--- src/rtl/dpopt_expr_pipe.sv ---
// dpopt_expr_pipe: three-stage expression datapath reducing NCH unsigned
// channels to one result (sum, pairwise sum-of-products, pairwise sum of
// absolute differences, or maximum), selected per transaction.
//
// Handshake: an input word transfers on a rising edge with din_vld=1 and
// din_busy=0; a result transfers on a rising edge with dout_vld=1 and
// dout_busy=0. A stall (dout_vld & dout_busy) freezes every stage, so at
// most one transaction sits in each of S1, S2 and S3.
module dpopt_expr_pipe #(
    parameter int NCH = 8,
    parameter int DW  = 8,
    parameter int OW  = 32
) (
    input  logic                clk,
    input  logic                rst,
    input  logic                din_vld,
    output logic                din_busy,
    input  logic [NCH*DW-1:0]   din_data,
    input  logic [1:0]          din_mode,
    output logic                dout_vld,
    input  logic                dout_busy,
    output logic [OW-1:0]       dout_data,
    output logic                dout_ovf
);

    localparam int NP    = NCH / 2;
    localparam int W_SUM = DW + $clog2(NCH);
    localparam int W_SOP = 2 * DW + $clog2(NP);
    localparam int W_SAD = DW + $clog2(NP);
    localparam int W_A   = (W_SOP > W_SUM) ? W_SOP : W_SUM;
    // Full-precision width: wide enough for every mode's exact result.
    localparam int FW    = (W_SAD > W_A) ? W_SAD : W_A;
    // Working width for the output stage; zero-extends when OW > FW.
    localparam int XW    = (OW > FW) ? OW : FW;

    localparam logic [1:0] MODE_SUM = 2'b00;
    localparam logic [1:0] MODE_SOP = 2'b01;
    localparam logic [1:0] MODE_SAD = 2'b10;
    localparam logic [1:0] MODE_MAX = 2'b11;

    logic stall;

    // Pair operands straight off the input bus.
    logic [DW-1:0] ch_a [NP];
    logic [DW-1:0] ch_b [NP];

    for (genvar j = 0; j < NP; j++) begin : g_pair
        assign ch_a[j] = din_data[(2*j)*DW +: DW];
        assign ch_b[j] = din_data[(2*j+1)*DW +: DW];
    end

    // S1 per-pair terms.
    logic [DW:0]       s1_psum  [NP];
    logic [2*DW-1:0]   s1_prod  [NP];
    logic [DW-1:0]     s1_adiff [NP];
    logic [DW-1:0]     s1_pmax  [NP];
    logic [1:0]        s1_mode;
    logic              s1_vld;

    // S2 reduced full-precision result.
    logic [FW-1:0]     s2_full;
    logic              s2_vld;

    // Mode-selected reduction of the S1 terms.
    logic [FW-1:0]     red_sum;
    logic [FW-1:0]     red_sop;
    logic [FW-1:0]     red_sad;
    logic [DW-1:0]     red_max;
    logic [FW-1:0]     red_full;

    // Output-stage view of the S2 result at the working width.
    logic [XW-1:0]     full_x;

    assign stall    = dout_vld & dout_busy;
    assign din_busy = stall | ~rst;
    assign full_x   = XW'(s2_full);

    // S1: register per-pair sum, product, abs diff and max of an accepted word.
    always_ff @(posedge clk or negedge rst) begin
        if (!rst) begin
            s1_vld  <= 1'b0;
            s1_mode <= 2'b00;
            for (int j = 0; j < NP; j++) begin
                s1_psum[j]  <= '0;
                s1_prod[j]  <= '0;
                s1_adiff[j] <= '0;
                s1_pmax[j]  <= '0;
            end
        end else if (!stall) begin
            s1_vld <= din_vld;
            if (din_vld) begin
                s1_mode <= din_mode;
                for (int j = 0; j < NP; j++) begin
                    s1_psum[j]  <= {1'b0, ch_a[j]} + {1'b0, ch_b[j]};
                    s1_prod[j]  <= (2*DW)'(ch_a[j]) * (2*DW)'(ch_b[j]);
                    s1_adiff[j] <= (ch_a[j] > ch_b[j]) ? (ch_a[j] - ch_b[j])
                                                       : (ch_b[j] - ch_a[j]);
                    s1_pmax[j]  <= (ch_a[j] > ch_b[j]) ? ch_a[j] : ch_b[j];
                end
            end
        end
    end

    // Adder/max trees over the pair terms, then select by the word's own mode.
    always_comb begin
        red_sum  = '0;
        red_sop  = '0;
        red_sad  = '0;
        red_max  = '0;
        red_full = '0;
        for (int j = 0; j < NP; j++) begin
            red_sum = red_sum + FW'(s1_psum[j]);
            red_sop = red_sop + FW'(s1_prod[j]);
            red_sad = red_sad + FW'(s1_adiff[j]);
            if (s1_pmax[j] > red_max) red_max = s1_pmax[j];
        end
        case (s1_mode)
            MODE_SUM: red_full = red_sum;
            MODE_SOP: red_full = red_sop;
            MODE_SAD: red_full = red_sad;
            MODE_MAX: red_full = FW'(red_max);
            default:  red_full = '0;
        endcase
    end

    // S2: hold the full-precision reduction; bubbles advance without data.
    always_ff @(posedge clk or negedge rst) begin
        if (!rst) begin
            s2_vld  <= 1'b0;
            s2_full <= '0;
        end else if (!stall) begin
            s2_vld <= s1_vld;
            if (s1_vld) s2_full <= red_full;
        end
    end

    // S3: truncate to OW and flag any bits lost above it.
    always_ff @(posedge clk or negedge rst) begin
        if (!rst) begin
            dout_vld  <= 1'b0;
            dout_data <= '0;
            dout_ovf  <= 1'b0;
        end else if (!stall) begin
            dout_vld <= s2_vld;
            if (s2_vld) begin
                dout_data <= full_x[OW-1:0];
                dout_ovf  <= |(full_x >> OW);
            end
        end
    end

endmodule

--- config.mk ---
export PLATFORM = sky130hd
export DESIGN_NAME = dpopt_expr_pipe
export DESIGN_NICKNAME = d
export VERILOG_FILES = /design/src/rtl/dpopt_expr_pipe.sv
export SDC_FILE = /design/constraint.sdc
export NUM_CORES = 1
export LEC_CHECK = 0
export CORE_MARGIN = 2
export CORE_UTILIZATION = 41
export CTS_BUF_LIST = sky130_fd_sc_hd__clkbuf_2
export DETAILED_ROUTE_END_ITERATION = 7
export PLACE_DENSITY = 0.59
export SLEW_MARGIN = 20
export SYNTH_ARGS = -nofsm -noshare
export SYNTH_HDL_FRONTEND = slang
export SYNTH_SLANG_ARGS = --single-unit
--- constraint.sdc ---
create_clock -name clk -period 5.7 [get_ports clk]
set_clock_uncertainty 0.15 [all_clocks]
set_input_delay 1.14 -clock clk [delete_from_list [all_inputs] [get_ports clk]]
set_output_delay 1.14 -clock clk [all_outputs]
set_load 0.01 [all_outputs]
### Yosys cells after proc, flatten, opt, wreduce, memory -nomap -nowiden

Cells that the tools add are included.

* bits in registers: 205
* latch bits: 0
* bits in writable memories: 0
* memory bits (read-only): 0
* memories: 0

* $add $sub $neg: 21
* $mul: 4
* divide/modulo/power cells: 0
* order comparisons: 8
* equality and inequality tests: 3
* shifts and indexed selects: 0
* mux-type cells: 13
* bitwise gates (word level): 4
* reduce and logical (&&, ||, !) cells: 4

Operators by type and width (count)
* 8-bit 2-to-1 mux: 12
* 18-bit one-hot mux with 4 select lines: 1
* 8-bit by 8-bit multiplier with 16-bit output: 4
* 8-bit subtractor: 8
* 8-bit greater-than comparator: 7
* 8-bit by 8-bit adder with 9-bit output: 5
* 17-bit by 16-bit adder with 18-bit output: 1
* 18-bit by 16-bit adder with 18-bit output: 1
* 16-bit by 16-bit adder with 17-bit output: 1
* 11-bit by 9-bit adder with 12-bit output: 1
* 10-bit by 8-bit adder with 11-bit output: 1
* 10-bit by 9-bit adder with 11-bit output: 1
* 9-bit by 8-bit adder with 10-bit output: 1
* 9-bit by 9-bit adder with 10-bit output: 1
* 8-bit by 1-bit greater-than comparator with 1-bit output, second input constant: 1
* 2-bit AND reduction: 3
* 2-bit equality test, second input constant: 2
* 2-bit by 1-bit equality test with 1-bit output, second input constant: 1
* 2-bit logical NOT: 1
* 1-bit NOT: 2
* 1-bit AND: 1
* 1-bit OR: 1

### Logic depth before layout (Yosys ltp)

* word-level depth: 9
* depth in mapped cells: 24
* gate-level depth less buffers: 23

### Worst setup path before layout

OpenSTA, ideal clock, no wires.

* kind: input to register
* from: input din_data[15]
* to: register s1_prod[60] (netlist name)
* library setup time: 0.133 ns
* arrival time: 4.852 ns
* slack: 0.565 ns
* cell stages on the path: 14
* cell sequence: clkbuf_1 -> nand2_1 -> fa_1 -> inv_1 -> fa_1 -> fa_1 -> fa_1 -> ha_1 -> a21oi_1 -> nor2b_1 -> o21ai_0 -> nor3b_1 -> xor2_1 -> o21ai_0

* longest elaborated chain between the ends: 1

Ends and longest elaborated chain
* from (decl): line 18 `input logic [NCH*DW-1:0] din_data,`
* 8-bit by 8-bit multiplier with 16-bit output: line 95 `s1_prod[j] <= (2*DW)'(ch_a[j]) * (2*DW)'(ch_b[j]);`
* to (signal, indexed assignment): line 95
* to (decl): line 54 `logic [2*DW-1:0] s1_prod [NP];`

Every way passes these cells.
A chain may end at the register's enable or synchronous reset.

### Worst setup path in the final report

* from: register s1_pmax[26] (netlist name)
* to: register s2_full[5]

* longest elaborated chain between the ends: 9

Ends and longest elaborated chain
* from (decl): line 56 `logic [DW-1:0] s1_pmax [NP];`
* from (signal, indexed assignment): line 98 `s1_pmax[j] <= (ch_a[j] > ch_b[j]) ? ch_a[j] : ch_b[j];`
* 8-bit by 1-bit greater-than comparator with 1-bit output: line 115 `if (s1_pmax[j] > red_max) red_max = s1_pmax[j];`
* 8-bit 2-to-1 mux (*): line 115
* 8-bit greater-than comparator: line 115
* 8-bit 2-to-1 mux (*): line 115
* 8-bit greater-than comparator: line 115
* 8-bit 2-to-1 mux (*): line 115
* 8-bit greater-than comparator: line 115
* 8-bit 2-to-1 mux (*): line 115
* 18-bit one-hot mux with 4 select lines (*): line 117 `case (s1_mode)`
* to (signal assigned): line 133 `if (s1_vld) s2_full <= red_full;`
* to (decl): line 61 `logic [FW-1:0] s2_full;`

Every way passes the cells marked *; elsewhere a longest branch is shown, timed or not.

==> results.sh <==
export IMPL_status="finished, final reports clean"
export IMPL_synth_top_family_by_area="adder cells"
export IMPL_clock_sinks=201
export IMPL_yosysWarnings=0
export IMPL_synthCells=2568
export IMPL_p_leak_nw=13.0
export IMPL_irDropWorstVdd_v=0.000441
export IMPL_synth_cell_type_count=79
export IMPL_avgViaCountPerCell=5.24
export IMPL_drt_wl_total_mm=68.1
export IMPL_layout_common_cells="352 x nand2_1, 317 x inv_1, 295 x ha_1"
export IMPL_die_h_um=240
export IMPL_yosys_area_share_simple_pct=14.3
export IMPL_dr_pass1_iters=6
export IMPL_wire_per_inst_um=19.0
export IMPL_grt_pass1_vias=19110
export IMPL_power_density_mw_per_mm2=518
export IMPL_r2r_end="s2_full[5]"
export IMPL_dp_cells=3486
export IMPL_nets=3382
export IMPL_worst_setup_path_type="reg2reg"
export IMPL_reg2reg_depth=22
export IMPL_gp_congestion=0.950
export IMPL_dieArea_mm2=0.0575
export IMPL_final_util_pct=47.1
export IMPL_grt_total_usage_pct=24.2
export IMPL_pwr_share_seq_pct=20.0
export IMPL_synth_edf_count=0
export IMPL_setup_viol=0
export IMPL_synth_main_ff_cell="dfrtp_1"
export IMPL_required_ns=6.32
export IMPL_synthAdderAreaFrac_pct=35.6
export IMPL_cap_violations=0
export IMPL_rr_startpoint="s1_pmax[26]"
export IMPL_synth_top_area_share_pct=22.0
export IMPL_async_reset_ff_share_pct=100
export IMPL_critPathLaunchType="register"
export IMPL_layout_drive_gt1_share_pct=10.6
export IMPL_grt_max_degree=123
export IMPL_io_pins=105
export IMPL_grt_antenna_before_repair=1
export IMPL_die_w_um=240
export IMPL_yosysTopAreaCell="dfrtp_1"
export IMPL_postCtsResizedCells=0
export IMPL_clockRootBuffer="clkbuf_2"
export IMPL_comb_power_share_pct=72.3
export IMPL_area_growth_pct=13.7
export IMPL_via_count=18762
export IMPL_worstPathMaxFanout=25
export IMPL_min_period_ns=5.31
export IMPL_ant_nets=0
export IMPL_synth_area_top_cells="dfrtp_1 22%, fa_1 19%, ha_1 16%"
export IMPL_worst_endpoint_arrival_ns=5.93
export IMPL_port_buffers=89
export IMPL_initial_core_util_pct=41.4
export IMPL_hold_viol_final=0
export IMPL_grt_first_pass_wirelength_mm=107
export IMPL_ff2ff_setup_slack_ns=0.39
export IMPL_rows=86
export IMPL_synth_compound_gate_area_share_pct=14.8
export IMPL_cts_path_max_buffers=3
export IMPL_slew_headroom_pct=35.6
export IMPL_gr_total_overflow=0
export IMPL_synth_mux_area_share_pct=2.45
export IMPL_core_mm2=0.0551
export IMPL_switching_power_mw=6.84
export IMPL_synth_xor_area_share_pct=3.49
export IMPL_stdcell_count=3582
export IMPL_cts_buffers=56
export IMPL_cts_tree="built"
export IMPL_slew_viol_final=0
export IMPL_synth_seq_cells=201
export IMPL_clk_pin_slew_worst_paths_ns=0.09
export IMPL_crit_path_end_kind="register"
export IMPL_power_frac_clock_pct=7.7
export IMPL_internal_power_mw=6.58
export IMPL_drt_initial_drc_count=1383
export IMPL_final_common_cell="nand2_1"
export IMPL_drc=0
export IMPL_seq_area_frac_synth_pct=22.0
export IMPL_worst_pin_slew_ns=0.965
export IMPL_rsz0062_at_grt="false"
export IMPL_postCtsSetupBuffers=0
export IMPL_maxClockFrequency_ghz=0.188
export IMPL_cts_htree_levels=2
export IMPL_syn_area_per_cell_um2=8.88
export IMPL_syn_cell_area_mm2=0.0228
export IMPL_p_sw_share_pct=51.0
export IMPL_fin_crit_sh_pct=93.1
export IMPL_min_path_type="in2async"
export IMPL_dp_hpwl_mm=56.8
export IMPL_worstSkewPairLatency_ns=0.99
export IMPL_cts_hold_buf=0
synthesized netlist by cell type, drive strengths merged (29+ instances only):
| master | instances |
|---|---|
| dfrtp | 201 |
| a31oi | 47 |
| inv | 319 |
| nor2b | 32 |
| mux2i | 30 |
| xnor2 | 63 |
| nand2 | 353 |
| nor2 | 199 |
| a21o | 29 |
| o21ai | 224 |
| buf | 38 |
| ha | 295 |
| fa | 221 |
| a21oi | 111 |
| clkbuf | 56 |
critical path, cell delays in order (launching register included):
cell and delay [ns]:
dfrtp_1 0.48, inv_1 0.09, ha_1 0.30, nand3_1 0.10, or3_1 0.37, o211ai_2 0.10, buf_4 0.22, mux2i_1 0.36
ha_1 0.32, o211ai_1 0.09, a21oi_1 0.09, o22ai_1 0.22, buf_12 0.20, nand2_1 0.08, o21ai_0 0.09, ha_1 0.27
a21o_1 0.18, a21oi_1 0.14, a21boi_0 0.13, o21a_1 0.28, nor2b_1 0.21, a221oi_1 0.50, a21oi_1 0.13
worst max path at each step:
| stage | from | to | slack, ns | cells after the start |
|---|---|---|---|---|
| floorplan | din_data[15] | s1_prod[60] | 0.57 | 14 |
| global placement | din_data[36] | s1_prod[28] | -0.05 | 15 |
| detailed placement | din_data[60] | s1_prod[14] | -0.11 | 15 |
| CTS | s1_pmax[23] | s2_full[5] | 0.45 | 21 |
| global route | s1_pmax[23] | s2_full[5] | 0.04 | 24 |
| finish | s1_pmax[26] | s2_full[5] | 0.39 | 22 |
layer usage:
layer	track usage [%]	share of wire [%]
met3	2.99	5.1
met4	7.25	2.8
met5	0	0
met1	34.8	47
met2	38.3	45
flip-flops by register name, summed over array words and instances (netlist names):
name,flops
s2_vld,1
s1_psum,32
s1_pmax,32
dout_vld,1
s1_mode,2
dout_data,18
s1_prod,64
s1_vld,1
s2_full,18
s1_adiff,32
logic make-up after synthesis:
kind of cell               count (synthesis)
DFF                                      201
other                                      1
and+or+nand+nor                          744
adders and majority gates                516
muxes                                     53
buffers and inverters                    414
AOI/OAI and AO/OA                        548
xor gates and xnor gates                  91
stage by stage:
step / area (um^2) / TNS, ns / total power [mW] / hold WS (ns) / setup WS, ns
after floorplan: 22900 / 0 / 9.10 / 0.294 / 0.565
after global placement: 25500 / -0.182 / 12.1 / 0.315 / -0.0501
after detailed placement: 25500 / -0.751 / 12.2 / 0.325 / -0.114
after CTS: 25900 / 0 / 13.4 / 0.00378 / 0.452
after global routing: 25900 / 0 / 14.7 / 0.0644 / 0.0359
final: 25900 / 0 / 13.4 / 0.0429 / 0.393
power groups by stage:
stage               Clock (mW)  Sequential (mW)  Combinational (mW)
floorplan                    0             2.33                6.78
global placement             0             2.70                9.38
detailed placement           0             2.72                9.53
CTS                       1.07             2.69                9.62
global route              1.14             2.73                10.9
finish                    1.04             2.68                9.71
final cells by class:
class                   count  area, um^2
inverters                 320        1200
repair buffers            250        2130
clock buffers              79         395
diodes                      1        2.50
flip-flops and latches    201        5030
clock inverters            16        75.1
fillers                  5423       29200
multi-input cells        1967       16200
well taps                 748         936
Note: power is estimated with default switching activity, not from simulation.
